$ cat src/rtl/apb_seq_pkg.sv
// Shared types for the APB command sequencer: add_i encodings, FSM states,
// the buffered command record and a saturating counter helper.
package apb_seq_pkg;

  localparam int SEQ_DATA_W = 32;

  typedef enum logic [1:0] {
    ADD_IDLE  = 2'b00,
    ADD_READ  = 2'b01,
    ADD_WRITE = 2'b11
  } add_cmd_e;

  typedef enum logic [1:0] {
    IDLE,
    WAIT,
    CAPTURE,
    RESP
  } seq_state_e;

  typedef struct packed {
    logic                  write;
    logic [SEQ_DATA_W-1:0] wdata;
  } seq_cmd_t;

  function automatic logic [15:0] sat_inc16(input logic [15:0] v);
    return (v == 16'hFFFF) ? v : v + 16'd1;
  endfunction

endpackage

$ cat src/rtl/apb_seq_fifo.sv
// Synchronous command FIFO for the sequencer; first-word-fall-through head,
// push ignored when full and pop ignored when empty.
module apb_seq_fifo
  import apb_seq_pkg::*;
#(
  parameter int DEPTH = 4
) (
  input  logic                     clk,
  input  logic                     rst,
  input  logic                     i_push,
  input  seq_cmd_t                 i_push_data,
  input  logic                     i_pop,
  output seq_cmd_t                 o_head,
  output logic                     o_full,
  output logic                     o_empty,
  output logic [$clog2(DEPTH):0]   o_count
);

  localparam int AW = $clog2(DEPTH);
  localparam logic [AW:0] FULL_CNT = (AW+1)'(DEPTH);

  seq_cmd_t      r_mem [DEPTH];
  logic [AW-1:0] r_wr_ptr;
  logic [AW-1:0] r_rd_ptr;
  logic [AW:0]   r_count;
  logic          w_do_push;
  logic          w_do_pop;

  assign o_full    = (r_count == FULL_CNT);
  assign o_empty   = (r_count == '0);
  assign o_count   = r_count;
  assign o_head    = r_mem[r_rd_ptr];
  assign w_do_push = i_push && !o_full;
  assign w_do_pop  = i_pop && !o_empty;

  // Storage carries no reset; validity is tracked entirely by the pointers.
  always_ff @(posedge clk) begin
    if (w_do_push) r_mem[r_wr_ptr] <= i_push_data;
  end

  always_ff @(posedge clk) begin
    if (rst) begin
      r_wr_ptr <= '0;
      r_rd_ptr <= '0;
      r_count  <= '0;
    end else begin
      if (w_do_push) r_wr_ptr <= r_wr_ptr + AW'(1);
      if (w_do_pop)  r_rd_ptr <= r_rd_ptr + AW'(1);
      if (w_do_push && !w_do_pop)      r_count <= r_count + (AW+1)'(1);
      else if (!w_do_push && w_do_pop) r_count <= r_count - (AW+1)'(1);
    end
  end

endmodule

$ cat src/rtl/apb_cmd_sequencer.sv
// Host command front-end for apb_master_slave_top: one APB transfer in flight,
// timeout abort, response handshake. APB_SEQ_STATS_EN adds completion counters.
module apb_cmd_sequencer
  import apb_seq_pkg::*;
#(
  parameter int DATA_W         = SEQ_DATA_W,
  parameter int FIFO_DEPTH     = 4,
  parameter int TIMEOUT_CYCLES = 16
) (
  input  logic                          pclk,
  input  logic                          preset,
  input  logic                          cmd_valid_i,
  output logic                          cmd_ready_o,
  input  logic                          cmd_write_i,
  input  logic [DATA_W-1:0]             cmd_wdata_i,
  output logic                          rsp_valid_o,
  input  logic                          rsp_ready_i,
  output logic                          rsp_write_o,
  output logic [DATA_W-1:0]             rsp_rdata_o,
  output logic                          rsp_err_o,
  output logic [1:0]                    add_o,
  output logic [DATA_W-1:0]             external_wdata_o,
`ifdef APB_SEQ_STATS_EN
  output logic [15:0]                   wr_done_o,
  output logic [15:0]                   rd_done_o,
  output logic [15:0]                   err_cnt_o,
`endif
  input  logic                          apb_ready_i,
  input  logic [DATA_W-1:0]             apb_rdata_i,
  output logic                          busy_o,
  output logic [$clog2(FIFO_DEPTH):0]   fifo_count_o
);

  localparam int TW = $clog2(TIMEOUT_CYCLES);
  localparam logic [TW-1:0] TIMER_LAST = TW'(TIMEOUT_CYCLES - 1);

  seq_state_e          r_state;
  add_cmd_e            r_add;
  logic                r_cur_write;
  logic [TW-1:0]       r_timer;
  logic [DATA_W-1:0]   r_ext_wdata;
  logic [DATA_W-1:0]   r_rsp_rdata;
  logic                r_rsp_valid;
  logic                r_rsp_write;
  logic                r_rsp_err;

  seq_cmd_t            w_push_cmd;
  seq_cmd_t            w_head;
  logic                w_full;
  logic                w_empty;
  logic                w_push;
  logic                w_pop;

  assign w_push = cmd_valid_i && !w_full;
  // A ready still high in IDLE belongs to the previous transfer; wait for it to drop.
  assign w_pop  = (r_state == IDLE) && !w_empty && !apb_ready_i;

  always_comb begin
    w_push_cmd       = '0;
    w_push_cmd.write = cmd_write_i;
    w_push_cmd.wdata = SEQ_DATA_W'(cmd_wdata_i);
  end

  apb_seq_fifo #(
    .DEPTH (FIFO_DEPTH)
  ) u_fifo (
    .clk         (pclk),
    .rst         (preset),
    .i_push      (w_push),
    .i_push_data (w_push_cmd),
    .i_pop       (w_pop),
    .o_head      (w_head),
    .o_full      (w_full),
    .o_empty     (w_empty),
    .o_count     (fifo_count_o)
  );

  always_ff @(posedge pclk) begin
    if (preset) begin
      r_state     <= IDLE;
      r_add       <= ADD_IDLE;
      r_cur_write <= 1'b0;
      r_timer     <= '0;
      r_ext_wdata <= '0;
      r_rsp_rdata <= '0;
      r_rsp_valid <= 1'b0;
      r_rsp_write <= 1'b0;
      r_rsp_err   <= 1'b0;
    end else begin
      case (r_state)
        IDLE: begin
          if (w_pop) begin
            r_cur_write <= w_head.write;
            r_add       <= w_head.write ? ADD_WRITE : ADD_READ;
            if (w_head.write) r_ext_wdata <= DATA_W'(w_head.wdata);
            r_timer     <= '0;
            r_state     <= WAIT;
          end
        end
        WAIT: begin
          if (apb_ready_i) begin
            r_add   <= ADD_IDLE;
            r_state <= CAPTURE;
          end else if (r_timer == TIMER_LAST) begin
            r_add       <= ADD_IDLE;
            r_rsp_err   <= 1'b1;
            r_rsp_rdata <= '0;
            r_rsp_write <= r_cur_write;
            r_rsp_valid <= 1'b1;
            r_state     <= RESP;
          end else begin
            r_timer <= r_timer + TW'(1);
          end
        end
        // Read data from the APB top lags its ready by one cycle.
        CAPTURE: begin
          r_rsp_rdata <= r_cur_write ? '0 : apb_rdata_i;
          r_rsp_write <= r_cur_write;
          r_rsp_err   <= 1'b0;
          r_rsp_valid <= 1'b1;
          r_state     <= RESP;
        end
        RESP: begin
          if (rsp_ready_i) begin
            r_rsp_valid <= 1'b0;
            r_state     <= IDLE;
          end
        end
        default: r_state <= IDLE;
      endcase
    end
  end

`ifdef APB_SEQ_STATS_EN
  logic [15:0] r_wr_done;
  logic [15:0] r_rd_done;
  logic [15:0] r_err_cnt;
  logic        w_rsp_hs;

  assign w_rsp_hs = r_rsp_valid && rsp_ready_i;

  always_ff @(posedge pclk) begin
    if (preset) begin
      r_wr_done <= '0;
      r_rd_done <= '0;
      r_err_cnt <= '0;
    end else if (w_rsp_hs) begin
      if (r_rsp_err)        r_err_cnt <= sat_inc16(r_err_cnt);
      else if (r_rsp_write) r_wr_done <= sat_inc16(r_wr_done);
      else                  r_rd_done <= sat_inc16(r_rd_done);
    end
  end

  assign wr_done_o = r_wr_done;
  assign rd_done_o = r_rd_done;
  assign err_cnt_o = r_err_cnt;
`endif

  assign cmd_ready_o      = !w_full;
  assign busy_o           = (r_state != IDLE) || !w_empty;
  assign add_o            = r_add;
  assign external_wdata_o = r_ext_wdata;
  assign rsp_valid_o      = r_rsp_valid;
  assign rsp_write_o      = r_rsp_write;
  assign rsp_rdata_o      = r_rsp_rdata;
  assign rsp_err_o        = r_rsp_err;

endmodule

$ cat config.mk
export PLATFORM = sky130hd
export DESIGN_NAME = apb_cmd_sequencer
export DESIGN_NICKNAME = d
export VERILOG_FILES = /design/src/rtl/apb_seq_pkg.sv /design/src/rtl/apb_seq_fifo.sv /design/src/rtl/apb_cmd_sequencer.sv
export SDC_FILE = /design/constraint.sdc
export NUM_CORES = 1
export LEC_CHECK = 0
export BUFFER_PORTS_ARGS = -buffer_cell sky130_fd_sc_hd__buf_4
export CAP_MARGIN = 20
export CORE_MARGIN = 2
export CORE_UTILIZATION = 50
export CTS_BUF_LIST = sky130_fd_sc_hd__clkbuf_8 sky130_fd_sc_hd__clkbuf_16
export CTS_CLUSTER_SIZE = 14
export DETAILED_ROUTE_END_ITERATION = 6
export HOLD_SLACK_MARGIN = 0.05
export PLACE_DENSITY_LB_ADDON = 0.05
export SETUP_SLACK_MARGIN = 0.02
export SYNTH_ARGS = -nofsm -noshare
export SYNTH_HDL_FRONTEND = slang
export SYNTH_SLANG_ARGS = --single-unit
$ cat constraint.sdc
create_clock -name pclk -period 2.3 [get_ports pclk]
set_input_delay 0.345 -clock pclk [delete_from_list [all_inputs] [get_ports pclk]]
set_output_delay 0.345 -clock pclk [all_outputs]
set_load 0.01 [all_outputs]
---- After elaboration in Yosys (flattened, before gate mapping) ----
Memory sizes are Yosys's and may differ from the RTL's. A register that Yosys moved wholly into a read port is not among the register bits.
Cells that the tools add are included.
storage, ports and cells
  memories ................................ 1
  word-level logic and storage cells ...... 88
  bits in writable memories ............... 132
  register bits after elaboration ......... 83
  bits of input ports ..................... 70
memory list
  name          depth  bits a word  read ports  clocked after memory_dff  wr ports  RTL line            source
  u_fifo.r_mem  4      33           1           1                         1         apb_seq_fifo.sv:22  seq_cmd_t r_mem [DEPTH];
operators by class
  add/subtract/negate cells ............... 5
  reduce and logical (&&, ||, !) cells .... 27
  multiplexer cells ....................... 32
  equality and inequality tests ........... 11
operator list
  cell                                         number
  two-way mux 32 bit                           3
  case mux 32 bit (2 select lines)             1
  two-way mux 2 bit                            10
  two-way mux 4 bit                            3
  AND reduction 3 bit                          4
  != test 2 bit, second input constant         4
  case mux 2 bit (4 select lines)              1
  case mux 4 bit (2 select lines)              1
  AND reduction 4 bit                          2
  nonzero test 2 bit                           4
  logical AND 1 bit                            7
  two-way mux 1 bit                            7
  two-way mux 3 bit                            2
  logical NOT 1 bit                            5
  adder 2 x 1 -> 2 bit, second input constant  2
  adder 4 x 1 -> 4 bit, second input constant  1
  == test 2 bit, second input constant         2
  == test 4 bit, second input constant         1
  case mux 1 bit (2 select lines)              2
  case mux 2 bit (2 select lines)              1
  adder 3 x 1 -> 3 bit, second input constant  1
  == test 3 bit, second input constant         1
  logical NOT 3 bit                            1
  != test 3 bit, second input constant         1
  other kinds (8)                              8

---- Longest topological paths before layout ----
  depth after elaboration ................. 8
  gate-level depth with buffers ........... 10
  depth with buffers taken out ............ 10

---- By module ----
Synthesis repeated with hierarchy kept, for this count alone.
second synthesis, totals
  cell total of the unflattened synthesis .. 592
  area, all modules ....................... 8440.6 µm²
modules (own cells, without submodules)
  module             cells each  area each (µm²)  times used
  apb_seq_fifo       221         5282.6           1
  apb_cmd_sequencer  371         3158.0           1

---- Worst setup path after synthesis ----
Ideal clock, no wire load.
  path kind ............................... reg-to-reg
  start point ............................. reg r_state[0]
  end point ............................... reg u_fifo.r_count[2] (netlist: u_fifo.o_count[2])
  setup time .............................. 0.070 ns
  data arrival time ....................... 2.194 ns
  path buffers ............................ 0
  setup slack ............................. 0.036 ns
  required time ........................... 2.230 ns
  cell stages (with the launch flop) ...... 11
  cells stage by stage .................... dfxtp_1 -> inv_1 -> ha_1 -> and2b_1 -> nand2_1 -> ha_1 -> inv_1 -> fa_1 -> xor2_1 -> or3_1 -> a21oi_1
between the ends
  word-level cells in the longest chain between the ends .. 7
RTL lines
  what                                                            RTL line                  source
  start: declaration                                              apb_cmd_sequencer.sv:37   seq_state_e r_state;
  start signal: assignment                                        apb_cmd_sequencer.sv:80   r_state <= IDLE;
  start signal: assignment                                        apb_cmd_sequencer.sv:97   r_state <= WAIT;
  start signal: assignment                                        apb_cmd_sequencer.sv:103  r_state <= CAPTURE;
  logical NOT 2 bit *                                             apb_cmd_sequencer.sv:56   assign w_pop = (r_state == IDLE) && !w_empty && !apb_ready_i;
  logical AND 1 bit * (2 in series)                               apb_cmd_sequencer.sv:56
  logical AND 1 bit *                                             apb_seq_fifo.sv:34        assign w_do_pop = i_pop && !o_empty;
  logical NOT 1 bit                                               apb_seq_fifo.sv:49        if (w_do_push && !w_do_pop) r_count <= r_count + (AW+1)'(1);
  logical AND 1 bit                                               apb_seq_fifo.sv:49
  two-way mux 3 bit / nonzero test 2 bit (equally long branches)  --
  end signal: assignment                                          apb_seq_fifo.sv:49
  end signal: assignment                                          apb_seq_fifo.sv:50        else if (!w_do_push && w_do_pop) r_count <= r_count - (AW+1)'(1);
  end: declaration                                                apb_seq_fifo.sv:25        logic [AW:0] r_count;
Every way passes the cells marked *; elsewhere a longest branch is shown, timed or not.
A chain may end at the register's enable or synchronous reset.

---- Final worst setup path ----
Ends and elaborated chain as after synthesis.

==> impl_metrics.toml <==
[route]
drtAntennaViolNets = 0
drc = 0
dr_wl_met2_um = 8930
drtIter0Drc = 210
wl_met3_um = 895
wl_per_cell_um = 17.8
via_count = 5121
dr.pass1.iters = 5
wl_um = 17300
routed.top_layer = "met4"
drt-met1-wl_um = 7170
vias_per_cell = 5.26

[placed_design]
place_ws_ns = -0.00525
portBuffers = 143
post-dp-hpwl_um = 10700
gp_congestion = 0.788
placedCellCount = 895

[timing]
drv_slew = 0
finClkSkew_ns = 0.0130
finalSetupViolCount = 0
final.min_clock_period_ns = 2.21
clock.fmax_mhz = 453
finalCritPeriodShare_pct = 95.9
slew_headroom_pct = 48.5
layout_setup_ws_ns = 0.0948
finalHoldViolCount = 0
tightest_slew_ns = 0.772
rsz0062_at_grt = "no"

[power]
netSwitchingFraction_pct = 28.3
power.density_nw_per_um2 = 1100
p_leak_nw = 3.95
seqPwrFrac_pct = 42.3
p_sw_mw = 3.33
peakVddDrop_uv = 698
pwr-share-comb_pct = 26.4
internal_power_mw = 8.43
pwr-share-clk_pct = 31.3

[clock_network]
clkSinkCount = 217
cts_root_buf = "clkbuf_16"
cts_tree = "yes"
cts-htree-levels = 1
cts_buffers = 24
clk_latency_ns = 0.51
clockBufferDepth = 3
clk_pin_slew_ns = 0.06

[cells_and_area]
fin_nets = 822
drive_gt1_share_pct = 33.6
final_util_pct = 67.3
fill_cells = 1186
n_antenna_cell = 0
areaGrowthSynthToFinish_pct = 31.8
final_cells = 973

[synth]
synth.area.top_cells = "edfxtp_1, dfxtp_1, mux4_2, nand2_1, a22oi_1"
netlist.area_leader.share_pct = 49.1
async_flop_share_pct = 0
synth_edf_count = 132
synth_cell_type_count = 40
ys_seq_area_share_pct = 70.1
yosys_warnings = 0
synth_nets = 630
postSynthAreaPerCell_sq_um = 14.7
synth_area_leader_cell = "edfxtp_1"
synth_seq_cells = 217
netlist_area_sq_um = 8080
synthFlopType = "edfxtp_1"
syn_inst = 548

[worst_setup_path]
crit_arrival_ns = 2.64
cp.required_ns = 2.73
worst-r2r-cell-count = 10
ff2ff_setup_slack_ns = 0.09
path_class = "flip-flop to flip-flop"
worstPathMaxFanout = 5
crit_path_start = "r_state[0]"
critPathLaunchType = "flip-flop"
rr_startpoint = "r_state[0]"
cp-end-kind = "flip-flop"
reg2reg_to = "u_fifo.o_count[2]"
endpoint = "u_fifo.o_count[2]"

[global_routing]
grt_max_degree = 64
grt_antenna_before_repair = 0
grt_pass1_wl_um = 27700
grt_pass1_vias = 5289
track_usage_pct = 20.1
grt-ovfl-total = 0

[floorplanning]
core_area_sq_um = 15800
die_y_um = 131
io_pins = 144
dieArea_sq_um = 17200
die_x_um = 131
initial_utilization_pct = 51.0
rows = 46

[outcome]
status = "complete, no violations"

[min_path]
min_path_type = "primary input to flip-flop"

[flow_run]
cap_violations = 0
[how the worst min path moves through the flow]
stage / to / slack [ns] / from / cells past startpoint
global route: rsp_rdata_o[12] / 0.07 / apb_rdata_i[12] / 3
finish: rsp_rdata_o[13] / 0.08 / apb_rdata_i[13] / 3
global placement: external_wdata_o[17] / 0.44 / external_wdata_o[17] / 2
floorplan: u_fifo.r_mem[0][0] / 0.44 / cmd_wdata_i[0] / 0
detailed placement: external_wdata_o[21] / 0.45 / external_wdata_o[21] / 2
CTS: rsp_rdata_o[13] / 0.06 / apb_rdata_i[13] / 3
[synth_stat cells (5+ instances only)]
cell type and instances:
a21oi_1 42, a22oi_1 32, and2_1 5, buf_2 7, buf_6 5, clkbuf_1 14, dfxtp_1 85, edfxtp_1 132
ha_1 11, inv_1 9, mux4_2 33, nand2_1 69, nand3_1 5, nor2_1 45, o21ai_0 6
[state kept, by name, indices dropped and copies added, names as in the netlist, named ones only]
name and flops:
rsp_rdata_o 32, add_o 2, external_wdata_o 32, r_state 2
u_fifo.r_wr_ptr 2, rsp_valid_o 1, u_fifo.r_mem 132, rsp_err_o 1
rsp_write_o 1, u_fifo.o_count 3, u_fifo.r_rd_ptr 2, r_timer 4
r_cur_write 1
[repair_timing]
item / 4_1_cts / 5_1_grt
hold buffers: 33 / 0
hold endpoints to repair: 132 / 0
resized for setup: 3 / 5
buffers inserted: 0 / 2
gates cloned: 0 / 0
setup endpoints to repair: 1 / 2
[kinds of logic (layout without fill, tap and decap cells)]
kind of cell    Yosys count  in the layout  synth area share (%)
buf+inv                  40            249                  2.57
flops                   217            217                  70.1
simple gates            147            147                  7.96
compound gates           89             89                  7.00
fa+ha+maj                12             12                  1.95
xor+xnor                  5              5                 0.542
mux                      38             38                  9.84
[cell type report]
| type | instances | area [sq um] | share of cell area (%) |
|---|---|---|---|
| sequential | 217 | 5670 | 53.3 |
| clock buffer | 24 | 601 | 5.64 |
| inverter | 9 | 33.8 | 0.317 |
| clock inverter | 19 | 171 | 1.61 |
| timing repair buffer | 197 | 1660 | 15.6 |
| multi-input combinational | 291 | 2230 | 21.0 |
| tap | 216 | 270 | 2.54 |
[power by group through the flow]
stage | sequential (mW) | combinational [mW] | clock [mW]
6_report | 4.97 | 3.11 | 3.68
5_1_grt | 5.02 | 3.40 | 3.95
4_1_cts | 4.96 | 3.10 | 3.78
3_5_place_dp | 5.04 | 3.04 | 0
3_3_place_gp | 5.00 | 2.97 | 0
2_1_floorplan | 5.09 | 1.81 | 0
[layout by cell type (no fill, tap or decap), types with 8 or more instances in the layout]
cell / count
clkbuf_16: 24
ha_1: 10
edfxtp_1: 132
dfxtp_1: 79
buf_4: 156
nand2_1: 69
buf_12: 8
dlygate4sd3_1: 33
mux4_2: 33
a21oi_1: 42
inv_1: 13
nor2_1: 45
a22oi_1: 32
[per-stage QoR]
step           hold slack, ns  power [mW]  area, sq um  setup TNS, ns
3_5_place_dp            0.448        8.08         9510       -0.00525
4_1_cts                0.0576        11.8        10600              0
6_report               0.0769        11.8        10600              0
5_1_grt                0.0667        12.4        10600              0
3_3_place_gp            0.442        7.96         9510              0
2_1_floorplan           0.444        6.89         8080              0
[worst max-delay path, stage by stage (launching register included)]
cell and delay (ns):
dfxtp_2 0.35, inv_2 0.07, ha_1 0.20, and2b_1 0.17, nand2_1 0.10, ha_2 0.19, inv_1 0.06, fa_2 0.34
xor2_1 0.18, or3_1 0.32, a21oi_1 0.16
[per-layer routing]
layer / up-vias / global-route usage (%)
li1: 2417 / -
met1: 2540 / 25.2
met2: 140 / 36.5
met3: 24 / 3.43
met4: 0 / 5.07
met5: - / 0
Power figures use the tool's default switching activity.
